--- src/rtl/set_fields_ctrl.sv ---
// set_fields_ctrl: push-button editor for a packed multi-field value
// (date, time, alarm). KEY[0] advances to the next field, KEY[1] increments
// the current field with min/max wrap and hold-to-autorepeat. A rising edge
// of `on` starts an edit, `on` low aborts it, and an advance past the last
// field commits the working value and pulses `finish`.
//
// state  | meaning
// -------+------------------------------------------------------------
// S_IDLE | not editing; stage = NUM_FIELDS, userVal shows committed/iniVal
// S_EDIT | editing field r_stage; userVal shows the working value
module set_fields_ctrl #(
    parameter int NUM_FIELDS      = 3,
    parameter int FIELD_W         = 7,
    parameter logic [NUM_FIELDS*FIELD_W-1:0] MIN_VALS = {7'd1, 7'd1, 7'd0},
    parameter logic [NUM_FIELDS*FIELD_W-1:0] MAX_VALS = {7'd31, 7'd12, 7'd99},
    parameter int DEBOUNCE_CYCLES = 500000,
    parameter int HOLD_CYCLES     = 25000000,
    parameter int REPEAT_CYCLES   = 5000000,
    localparam int STG_W          = $clog2(NUM_FIELDS + 1),
    localparam int VAL_W          = NUM_FIELDS * FIELD_W
) (
    input  logic             CLK,
    input  logic             RST,
    input  logic [1:0]       KEY,
    input  logic             on,
    input  logic [VAL_W-1:0] iniVal,
    output logic [VAL_W-1:0] userVal,
    output logic             finish,
    output logic             busy,
    output logic [STG_W-1:0] stage
);

    localparam int DB_W   = $clog2(DEBOUNCE_CYCLES + 1);
    localparam int RP_MAX = (HOLD_CYCLES > REPEAT_CYCLES) ? HOLD_CYCLES : REPEAT_CYCLES;
    localparam int RP_W   = $clog2(RP_MAX + 1);

    localparam logic [DB_W-1:0]  DB_LAST   = DB_W'(DEBOUNCE_CYCLES - 1);
    localparam logic [RP_W-1:0]  HOLD_LD   = RP_W'(HOLD_CYCLES - 1);
    localparam logic [RP_W-1:0]  REP_LD    = RP_W'(REPEAT_CYCLES - 1);
    localparam logic [STG_W-1:0] STG_IDLE  = STG_W'(NUM_FIELDS);
    localparam logic [STG_W-1:0] STG_LAST  = STG_W'(NUM_FIELDS - 1);

    typedef enum logic {
        S_IDLE,
        S_EDIT
    } state_t;

    // key synchronisers, debounced levels and registered press pulses
    logic [1:0]      r_key_s1;
    logic [1:0]      r_key_s2;
    logic [1:0]      r_key_db;
    logic [1:0]      r_press;
    logic [DB_W-1:0] r_db_cnt [2];
    logic [1:0]      w_fall;

    // `on` synchroniser plus one delay stage for rising-edge detection
    logic r_on_s1;
    logic r_on_s2;
    logic r_on_d;

    // edit state
    state_t           r_state;
    logic [STG_W-1:0] r_stage;
    logic             r_busy;
    logic             r_finish;
    logic             r_valid;
    logic [VAL_W-1:0] r_working;
    logic [VAL_W-1:0] r_committed;
    logic             r_rep_armed;
    logic [RP_W-1:0]  r_rep_cnt;

    logic [VAL_W-1:0] w_working_inc;
    logic             w_on_rise;
    logic             w_abort;
    logic             w_adv;
    logic             w_inc;

    // a press fires when the debounce counter is about to accept a low level
    always_comb begin
        w_fall = '0;
        for (int k = 0; k < 2; k++) begin
            w_fall[k] = (r_key_s2[k] != r_key_db[k]) && (r_db_cnt[k] == DB_LAST)
                        && !r_key_s2[k];
        end
    end

    // synchronise and debounce both keys; any bounce restarts the count
    always_ff @(posedge CLK or posedge RST) begin
        if (RST) begin
            r_key_s1 <= 2'b11;
            r_key_s2 <= 2'b11;
            r_key_db <= 2'b11;
            r_press  <= 2'b00;
            for (int k = 0; k < 2; k++) begin
                r_db_cnt[k] <= '0;
            end
        end else begin
            r_key_s1 <= KEY;
            r_key_s2 <= r_key_s1;
            r_press  <= w_fall;
            for (int k = 0; k < 2; k++) begin
                if (r_key_s2[k] != r_key_db[k]) begin
                    if (r_db_cnt[k] == DB_LAST) begin
                        r_key_db[k] <= r_key_s2[k];
                        r_db_cnt[k] <= '0;
                    end else begin
                        r_db_cnt[k] <= r_db_cnt[k] + DB_W'(1);
                    end
                end else begin
                    r_db_cnt[k] <= '0;
                end
            end
        end
    end

    // synchronise the edit-enable level
    always_ff @(posedge CLK or posedge RST) begin
        if (RST) begin
            r_on_s1 <= 1'b0;
            r_on_s2 <= 1'b0;
            r_on_d  <= 1'b0;
        end else begin
            r_on_s1 <= on;
            r_on_s2 <= r_on_s1;
            r_on_d  <= r_on_s2;
        end
    end

    // per-field increment; only the field under edit changes, out-of-range
    // values (e.g. from iniVal) snap to MIN
    for (genvar i = 0; i < NUM_FIELDS; i++) begin : g_fld
        localparam int LSB = (NUM_FIELDS - 1 - i) * FIELD_W;
        logic [FIELD_W-1:0] w_cur;
        logic [FIELD_W-1:0] w_min;
        logic [FIELD_W-1:0] w_max;
        assign w_cur = r_working[LSB +: FIELD_W];
        assign w_min = MIN_VALS[LSB +: FIELD_W];
        assign w_max = MAX_VALS[LSB +: FIELD_W];
        assign w_working_inc[LSB +: FIELD_W] =
            (r_stage != STG_W'(i)) ? w_cur :
            ((w_cur < w_min) || (w_cur >= w_max)) ? w_min : (w_cur + FIELD_W'(1));
    end

    assign w_on_rise = r_on_s2 && !r_on_d;
    assign w_abort   = !r_on_s2;
    assign w_adv     = r_press[0];
    assign w_inc     = r_press[1];

    // edit FSM: abort beats advance, advance beats any increment or repeat tick
    always_ff @(posedge CLK or posedge RST) begin
        if (RST) begin
            r_state     <= S_IDLE;
            r_stage     <= STG_IDLE;
            r_busy      <= 1'b0;
            r_finish    <= 1'b0;
            r_valid     <= 1'b0;
            r_working   <= '0;
            r_committed <= '0;
            r_rep_armed <= 1'b0;
            r_rep_cnt   <= '0;
        end else begin
            r_finish <= 1'b0;
            case (r_state)
                S_IDLE: begin
                    r_rep_armed <= 1'b0;
                    r_rep_cnt   <= '0;
                    if (w_on_rise) begin
                        r_state   <= S_EDIT;
                        r_stage   <= '0;
                        r_busy    <= 1'b1;
                        r_working <= iniVal;
                    end
                end
                S_EDIT: begin
                    if (w_abort) begin
                        r_state     <= S_IDLE;
                        r_stage     <= STG_IDLE;
                        r_busy      <= 1'b0;
                        r_rep_armed <= 1'b0;
                        r_rep_cnt   <= '0;
                    end else if (w_adv) begin
                        r_rep_armed <= 1'b0;
                        r_rep_cnt   <= '0;
                        if (r_stage == STG_LAST) begin
                            r_committed <= r_working;
                            r_valid     <= 1'b1;
                            r_finish    <= 1'b1;
                            r_state     <= S_IDLE;
                            r_stage     <= STG_IDLE;
                            r_busy      <= 1'b0;
                        end else begin
                            r_stage <= r_stage + STG_W'(1);
                        end
                    end else if (w_inc) begin
                        r_working   <= w_working_inc;
                        r_rep_armed <= 1'b1;
                        r_rep_cnt   <= HOLD_LD;
                    end else if (r_rep_armed) begin
                        if (r_key_db[1]) begin
                            r_rep_armed <= 1'b0;
                            r_rep_cnt   <= '0;
                        end else if (r_rep_cnt == '0) begin
                            r_working <= w_working_inc;
                            r_rep_cnt <= REP_LD;
                        end else begin
                            r_rep_cnt <= r_rep_cnt - RP_W'(1);
                        end
                    end
                end
                default: begin
                    r_state <= S_IDLE;
                    r_stage <= STG_IDLE;
                    r_busy  <= 1'b0;
                end
            endcase
        end
    end

    assign userVal = r_busy ? r_working : (r_valid ? r_committed : iniVal);
    assign finish  = r_finish;
    assign busy    = r_busy;
    assign stage   = r_stage;

endmodule

--- config.mk ---
export PLATFORM = sky130hd
export DESIGN_NAME = set_fields_ctrl
export DESIGN_NICKNAME = d
export VERILOG_FILES = /design/src/rtl/set_fields_ctrl.sv
export SDC_FILE = /design/constraint.sdc
export NUM_CORES = 1
export LEC_CHECK = 0
export CAP_MARGIN = 10
export CORE_ASPECT_RATIO = 0.75
export CORE_MARGIN = 5
export CORE_UTILIZATION = 35
export CTS_CLUSTER_SIZE = 14
export DETAILED_ROUTE_END_ITERATION = 6
export DONT_BUFFER_PORTS = 1
export GPL_TIMING_DRIVEN = 0
export PLACE_DENSITY = 0.51
export SYNTH_ARGS = -nofsm -noshare
export SYNTH_HDL_FRONTEND = slang
export SYNTH_SLANG_ARGS = --single-unit
--- constraint.sdc ---
create_clock -name CLK -period 4.3 [get_ports CLK]
set_input_delay 0 -clock CLK [delete_from_list [all_inputs] [get_ports CLK]]
set_output_delay 0 -clock CLK [all_outputs]
set_load 0.02 [all_outputs]
==> Word-level counts from Yosys, hierarchy flattened <==
Cells that the tools add are included.
{ "word_totals": {"reg_bits": 123, "in_bits": 26, "word_cells": 120} }
{ "op_classes": {"n_addsub": 7, "order_cmp": 6, "eq_ne": 16, "muxes": 52, "n_bitwise": 1, "reduce_logical": 19} }
{ "ops": {"columns": ["op", "n"], "rows": [
  ["2-to-1 mux 21 bit", 9],
  ["2-to-1 mux 25 bit", 6],
  ["2-to-1 mux 19 bit", 4],
  ["case mux 25 bit (2 select lines)", 1],
  ["2-to-1 mux 7 bit", 6],
  ["case mux 21 bit (2 select lines)", 1],
  ["adder 19 x 1 -> 19 bit (second input constant)", 2],
  ["== test 19 bit (second input constant)", 2],
  ["logical NOT 25 bit", 1],
  ["subtractor 25 x 1 -> 25 bit (second input constant)", 1],
  ["adder 7 x 1 -> 7 bit (second input constant)", 3],
  ["< comparator 7 x 1 -> 1 bit (second input constant)", 3],
  ["2-to-1 mux 1 bit", 17],
  ["inequality test 3 x 2 -> 1 bit (second input constant)", 3],
  ["2-to-1 mux 2 bit", 4],
  ["inequality test 2 bit (second input constant)", 4],
  ["greater-or-equal comparator 7 x 4 -> 1 bit (second input constant)", 1],
  ["greater-or-equal comparator 7 x 5 -> 1 bit (second input constant)", 1],
  ["greater-or-equal comparator 7 bit (second input constant)", 1],
  ["inequality test 3 bit (second input constant)", 2],
  ["case mux 1 bit (2 select lines)", 3],
  ["AND reduction 2 bit", 3],
  ["AND reduction 6 bit", 1],
  ["logical AND 1 bit", 5],
  ["other kinds (12)", 17]
]} }

==> Logic depth before layout (Yosys ltp) <==
{ "logic_depth": {"depth_word": 11, "depth_mapped": 9, "ltp_nobuf": 7} }

==> Worst setup path before layout <==
Ideal clock, no wire load.
{ "synth_timing": {"kind": "register -> register", "startpoint": "reg r_rep_cnt[0]", "endpoint": "reg r_working[14]", "setup_time_ps": 127, "arrival_ps": 2251, "required_time_ps": 4173, "path_slack_ps": 1921, "path_stages_with_launch": 8, "path_buffers": 0, "synth_period_minus_slack_ps": 2379, "path_cell_list": "dfrtp_1 > inv_1 > ha_1 > or4b_2 > nor2_1 > a311o_2 > o211a_4 > mux2_1"} }
{ "synth_via": {"elab_chain_cells": 3} }
{ "synth_lines": {"columns": ["item", "line", "text"], "rows": [
  ["start, declared", "70", "logic [RP_W-1:0] r_rep_cnt;"],
  ["start signal, assigned", "206", "r_rep_cnt <= r_rep_cnt - RP_W'(1);"],
  ["logical NOT 25 bit", "202", "end else if (r_rep_cnt == '0) begin"],
  ["inequality test 3 x 2 -> 1 bit (no source line)", null, null],
  ["AND reduction 6 bit (no source line)", null, null],
  ["end signal, assigned", "171", "r_working <= iniVal;"],
  ["end signal, assigned", "195", "r_working <= w_working_inc;"],
  ["end signal, assigned", "203", "r_working <= w_working_inc;"],
  ["end, declared", "67", "logic [VAL_W-1:0] r_working;"]
]} }
Every way passes these cells.
A chain may end at the register's enable or synchronous reset.

==> Final worst setup path <==
Same ends and word-level chain as after synthesis.

==> results.md <==
| Step | Item | Value |
|---|---|---|
| pwr | IR Drop Worst-Case VDD | 0.000207 V |
| floorplan | Starting density of the core | 0.360 |
| detailed routing | Number of vias after detailed routing | 5829 |
| clock tree | CTS hold repair buffers | 25 |
| sta | Final Max Slew Viols | 0 |
| global route | Pin count of the biggest net entering global routing | 82 |
| yosys | Number of enable flip-flop cells after synthesis | 0 |
| setup path | Data required time of the critical path | 4600 ps |
| floorplan | Placeable core region | 18700 µm² |
| clock tree | Clock transition at path regs | 60 ps |
| cells and area | Final standard cell utilization of the core | 0.424 |
| sta | Tcrit/Tclk final | 0.650 |
| detailed routing | Number of vias per cell | 5.55 |
| sta | Slew of the pin with the lowest slew margin | 1210 ps |
| setup path | Crit Path Class | register to register |
| sta | Final critical-path setup slack | 1510 ps |
| sta | Total count of hold-check failures in the final report | 0 |
| sta | Final setup viols | 0 |
| detailed routing | DRC violations left | 0 |
| floorplan | Total die area | 22100 µm² |
| global route | GR met3 Demand/Resource | 0.0385 |
| cells and area | Final design instance area without fill | 7910 µm² |
| cells and area | Number of diodes | 0 |
| clock tree | TritonCTS Buffers | 17 |
| global route | Grt total ovfl | 0 |
| global route | Gr usage total | 0.168 |
| clock tree | Worst skew pair latency | 420 ps |
| sta | Worst relative slew slack | 0.184 |
| detailed routing | WL/cell | 17.0 µm |
| placed design | Dpl cell area | 7060 µm² |
| clock tree | Setup repair bufs after CTS | 0 |
| yosys | Count of distinct cell types in the synthesized netlist | 69 |
| global route | Met2 GRT Util | 0.244 |
| yosys | Area of the mapped netlist | 6720 µm² |
| yosys | Number of storage elements in the synthesis netlist | 123 |
| cells and area | Number of standard cells in the layout, taps in and fillers out | 1051 |
| hold path | HP Class | input pin to async pin |
| global route | Global-route wire length before repair | 29900 µm |
| placed design | HPWL after detailed placement | 12600 µm |
| yosys | Synth Instances | 745 |
| global route | GR Layer Usage met1 | 0.249 |
| setup path | Startpoint type of the worst setup path | register |
| pwr | Total leakage power | 3.33 nW |
| floorplan | Top Ports | 51 |
| setup path | Data arrival time of the worst path | 3090 ps |
| placed design | Minimum setup slack after placement | 1550 ps |
| global route | Via count of the first global-routing pass | 5724 |
| floorplan | Die Span Y | 130 µm |
| global route | Number of antenna violations at the first check in global routing | 0 |
| cells and area | Nets@finish | 827 |
| placed design | Number of instances in the placed design | 993 |
| global route | GRT busiest layer | met1 |
| clock tree | TritonCTS clock tree | done |
| floorplan | Die width | 170 µm |
| clock tree | Max Buffers Root-to-Sink | 2 |
| yosys | Async SR Flop Fraction | 1.00 |
| detailed routing | DRC marker count from the first detailed-route iteration | 482 |
| detailed routing | Number of optimization iterations in the first detailed-route pass | 5 |
| outcome | Run status | finished, final reports clean |
| setup path | CP Capture Type | register |
| floorplan | Site Rows | 43 |
| placed design | Final weighted congestion in routability-driven placement | 0.884 |
| flow run | Max-cap violations | 0 |
| yosys | Avg Inst Size Synth | 9.02 µm² |
| sta | Sum Neg Setup Slack | 0 ps |
| yosys | Warning count from the yosys run | 0 |
| placed design | Count of buffers inserted at the top-level ports | 0 |
| detailed routing | Remaining number of nets flagged by the antenna check after routing | 0 |
| sta | RSZ-0062 raised after global routing | no |
| cells and area | Fraction of layout cells with a size suffix above 1 | 0.0846 |
| clock tree | H-tree depth | 4 |
| cells and area | Area delta synth->final | 17.7% |
| yosys | Sequential share of the synthesized area | 0.459 |
| clock tree | Clock Sinks | 123 |
| sta | Final setup skew | 8.22 ps |
| yosys | Prevailing post-synth register cell | sky130_fd_sc_hd__dfrtp_1 |
| detailed routing | Routed wire length | 17900 µm |
| sta | Max Fclk | 358 MHz |
| sta | Final period demand of the worst path | 2790 ps |
| setup path | Peak fanout along the critical path | 7 |
| pwr | P per Cell Area | 412 nW/µm² |
| clock tree | Clock root buffer master | sky130_fd_sc_hd__clkbuf_16 |
| yosys | Number of nets in the synthesized netlist | 781 |
| clock tree | Post_cts resized | 0 |
synthesized netlist by cell type, drive strengths merged, types with 3 or more instances:
library cell  count  share of area
dfrtp           115           0.43
nand2           113          0.063
nor2             67          0.037
o21ai            55          0.041
inv              35          0.020
nand3            30          0.022
nor3             28          0.024
clkbuf           27          0.015
a21oi            23          0.017
xnor2            23          0.030
mux2i            22          0.033
a31oi            14          0.015
nand4            13          0.012
xor2             13          0.017
nor4             11          0.013
ha               10          0.019
and3              9         0.0084
buf               9         0.0060
or3               9         0.0084
or4               9          0.011
dfstp             8          0.031
a22o              7         0.0091
nor2b             7         0.0065
a32oi             6         0.0078
a41oi             6         0.0078
mux2              6          0.011
nand2b            6         0.0056
o22ai             6         0.0056
a21o              5         0.0056
or2               5         0.0047
o211ai            4         0.0065
o311ai            4         0.0052
a31o              3         0.0052
nor3b             3         0.0034
o2bb2ai           3         0.0039
report_power, final:
group	internal, mW	switching, mW
Combinational	0.162	0.321
Sequential	1.23	0.112
Clock	0.901	0.536
Total	2.30	0.969
metal layers:
layer	wire, µm	vias up
li1	-	2748
met1	9040	2892
met2	7710	174
met3	1020	15
met4	149	0
met5	0	-
placed cells by master, fill, tap and decap left out, types with 5 or more instances in the layout:
| master | n |
|---|---|
| sky130_fd_sc_hd__nor2_1 | 67 |
| sky130_fd_sc_hd__nor3_1 | 26 |
| sky130_fd_sc_hd__ha_1 | 10 |
| sky130_fd_sc_hd__o21ai_0 | 54 |
| sky130_fd_sc_hd__a21oi_1 | 23 |
| sky130_fd_sc_hd__nand3_1 | 30 |
| sky130_fd_sc_hd__inv_1 | 34 |
| sky130_fd_sc_hd__xor2_1 | 13 |
| sky130_fd_sc_hd__nand2b_1 | 6 |
| sky130_fd_sc_hd__a21o_1 | 5 |
| sky130_fd_sc_hd__or2_2 | 5 |
| sky130_fd_sc_hd__nor2b_1 | 7 |
| sky130_fd_sc_hd__nor4_1 | 9 |
| sky130_fd_sc_hd__nand4_1 | 13 |
| sky130_fd_sc_hd__a32oi_1 | 6 |
| sky130_fd_sc_hd__or4_1 | 8 |
| sky130_fd_sc_hd__o22ai_1 | 6 |
| sky130_fd_sc_hd__buf_2 | 5 |
| sky130_fd_sc_hd__clkbuf_1 | 30 |
| sky130_fd_sc_hd__and3_1 | 9 |
| sky130_fd_sc_hd__a31oi_1 | 13 |
| sky130_fd_sc_hd__dfstp_2 | 8 |
| sky130_fd_sc_hd__nand2_1 | 113 |
| sky130_fd_sc_hd__a22o_1 | 7 |
| sky130_fd_sc_hd__mux2i_1 | 22 |
| sky130_fd_sc_hd__dlygate4sd3_1 | 25 |
| sky130_fd_sc_hd__clkbuf_16 | 17 |
| sky130_fd_sc_hd__or3_1 | 9 |
| sky130_fd_sc_hd__xnor2_1 | 23 |
| sky130_fd_sc_hd__dfrtp_1 | 115 |
| sky130_fd_sc_hd__a41oi_1 | 6 |
worst paths after layout:
path                              startpoint  cells past startpoint  slack, ps       endpoint
worst max-delay path            r_rep_cnt[0]                      7       1510  r_working[14]
worst min-delay path                     RST                      2         90   r_db_cnt[33]
worst max register to register  r_rep_cnt[0]                      7       1510  r_working[14]
worst min register to register   r_key_s1[1]                      0        360    r_key_s2[1]
max in group asynchronous                RST                      3       3420       stage[0]
min in group CLK                      KEY[0]                      1        130    r_key_s1[0]
layout make-up:
class / count / area (µm²)
Fill cell: 1770 / 10800
Multi-Input combinational cell: 551 / 3360
Buffer: 36 / 141
Tap cell: 247 / 309
Clock buffer: 23 / 478
Sequential cell: 123 / 3090
Clock inverter: 9 / 114
Timing Repair Buffer: 27 / 285
Inverter: 35 / 136
flip-flops by register name (all words and copies together) (netlist names):
register,flops
r_db_cnt,38
r_rep_cnt,25
r_committed,21
r_working,21
r_key_db,2
r_key_s1,2
r_key_s2,2
r_press,2
stage,2
busy,1
finish,1
r_on_d,1
r_on_s1,1
r_on_s2,1
r_rep_armed,1
r_state,1
r_valid,1
kinds of logic (layout without fill, tap and decap cells):
kind of cell | count (synthesis) | count (layout) | share of synthesized area
AOI/OAI and AO/OA | 158 | 158 | 0.160
xor gates and xnor gates | 36 | 36 | 0.0469
adders and majority gates | 10 | 10 | 0.0186
buffers and inverters | 71 | 130 | 0.0406
DFF | 123 | 123 | 0.459
muxes | 28 | 28 | 0.0434
and+or+nand+nor | 319 | 319 | 0.232
per-stage QoR:
step | hold WS [ps] | power (mW)
global placement | 4.57 | 1.81
floorplan | 4.48 | 1.70
finish | 90.3 | 3.26
global route | 109 | 3.42
detailed placement | -94.5 | 1.82
CTS | 94.4 | 3.30
worst max-delay path, stage by stage, from the launching register on:
cell and delay, ps:
sky130_fd_sc_hd__dfrtp_1 420, sky130_fd_sc_hd__inv_1 110, sky130_fd_sc_hd__ha_1 220, sky130_fd_sc_hd__or4b_2 670
sky130_fd_sc_hd__nor2_1 340, sky130_fd_sc_hd__a311o_2 350, sky130_fd_sc_hd__o211a_4 230, sky130_fd_sc_hd__mux2_1 330
Note: power is estimated with default switching activity, not from simulation.
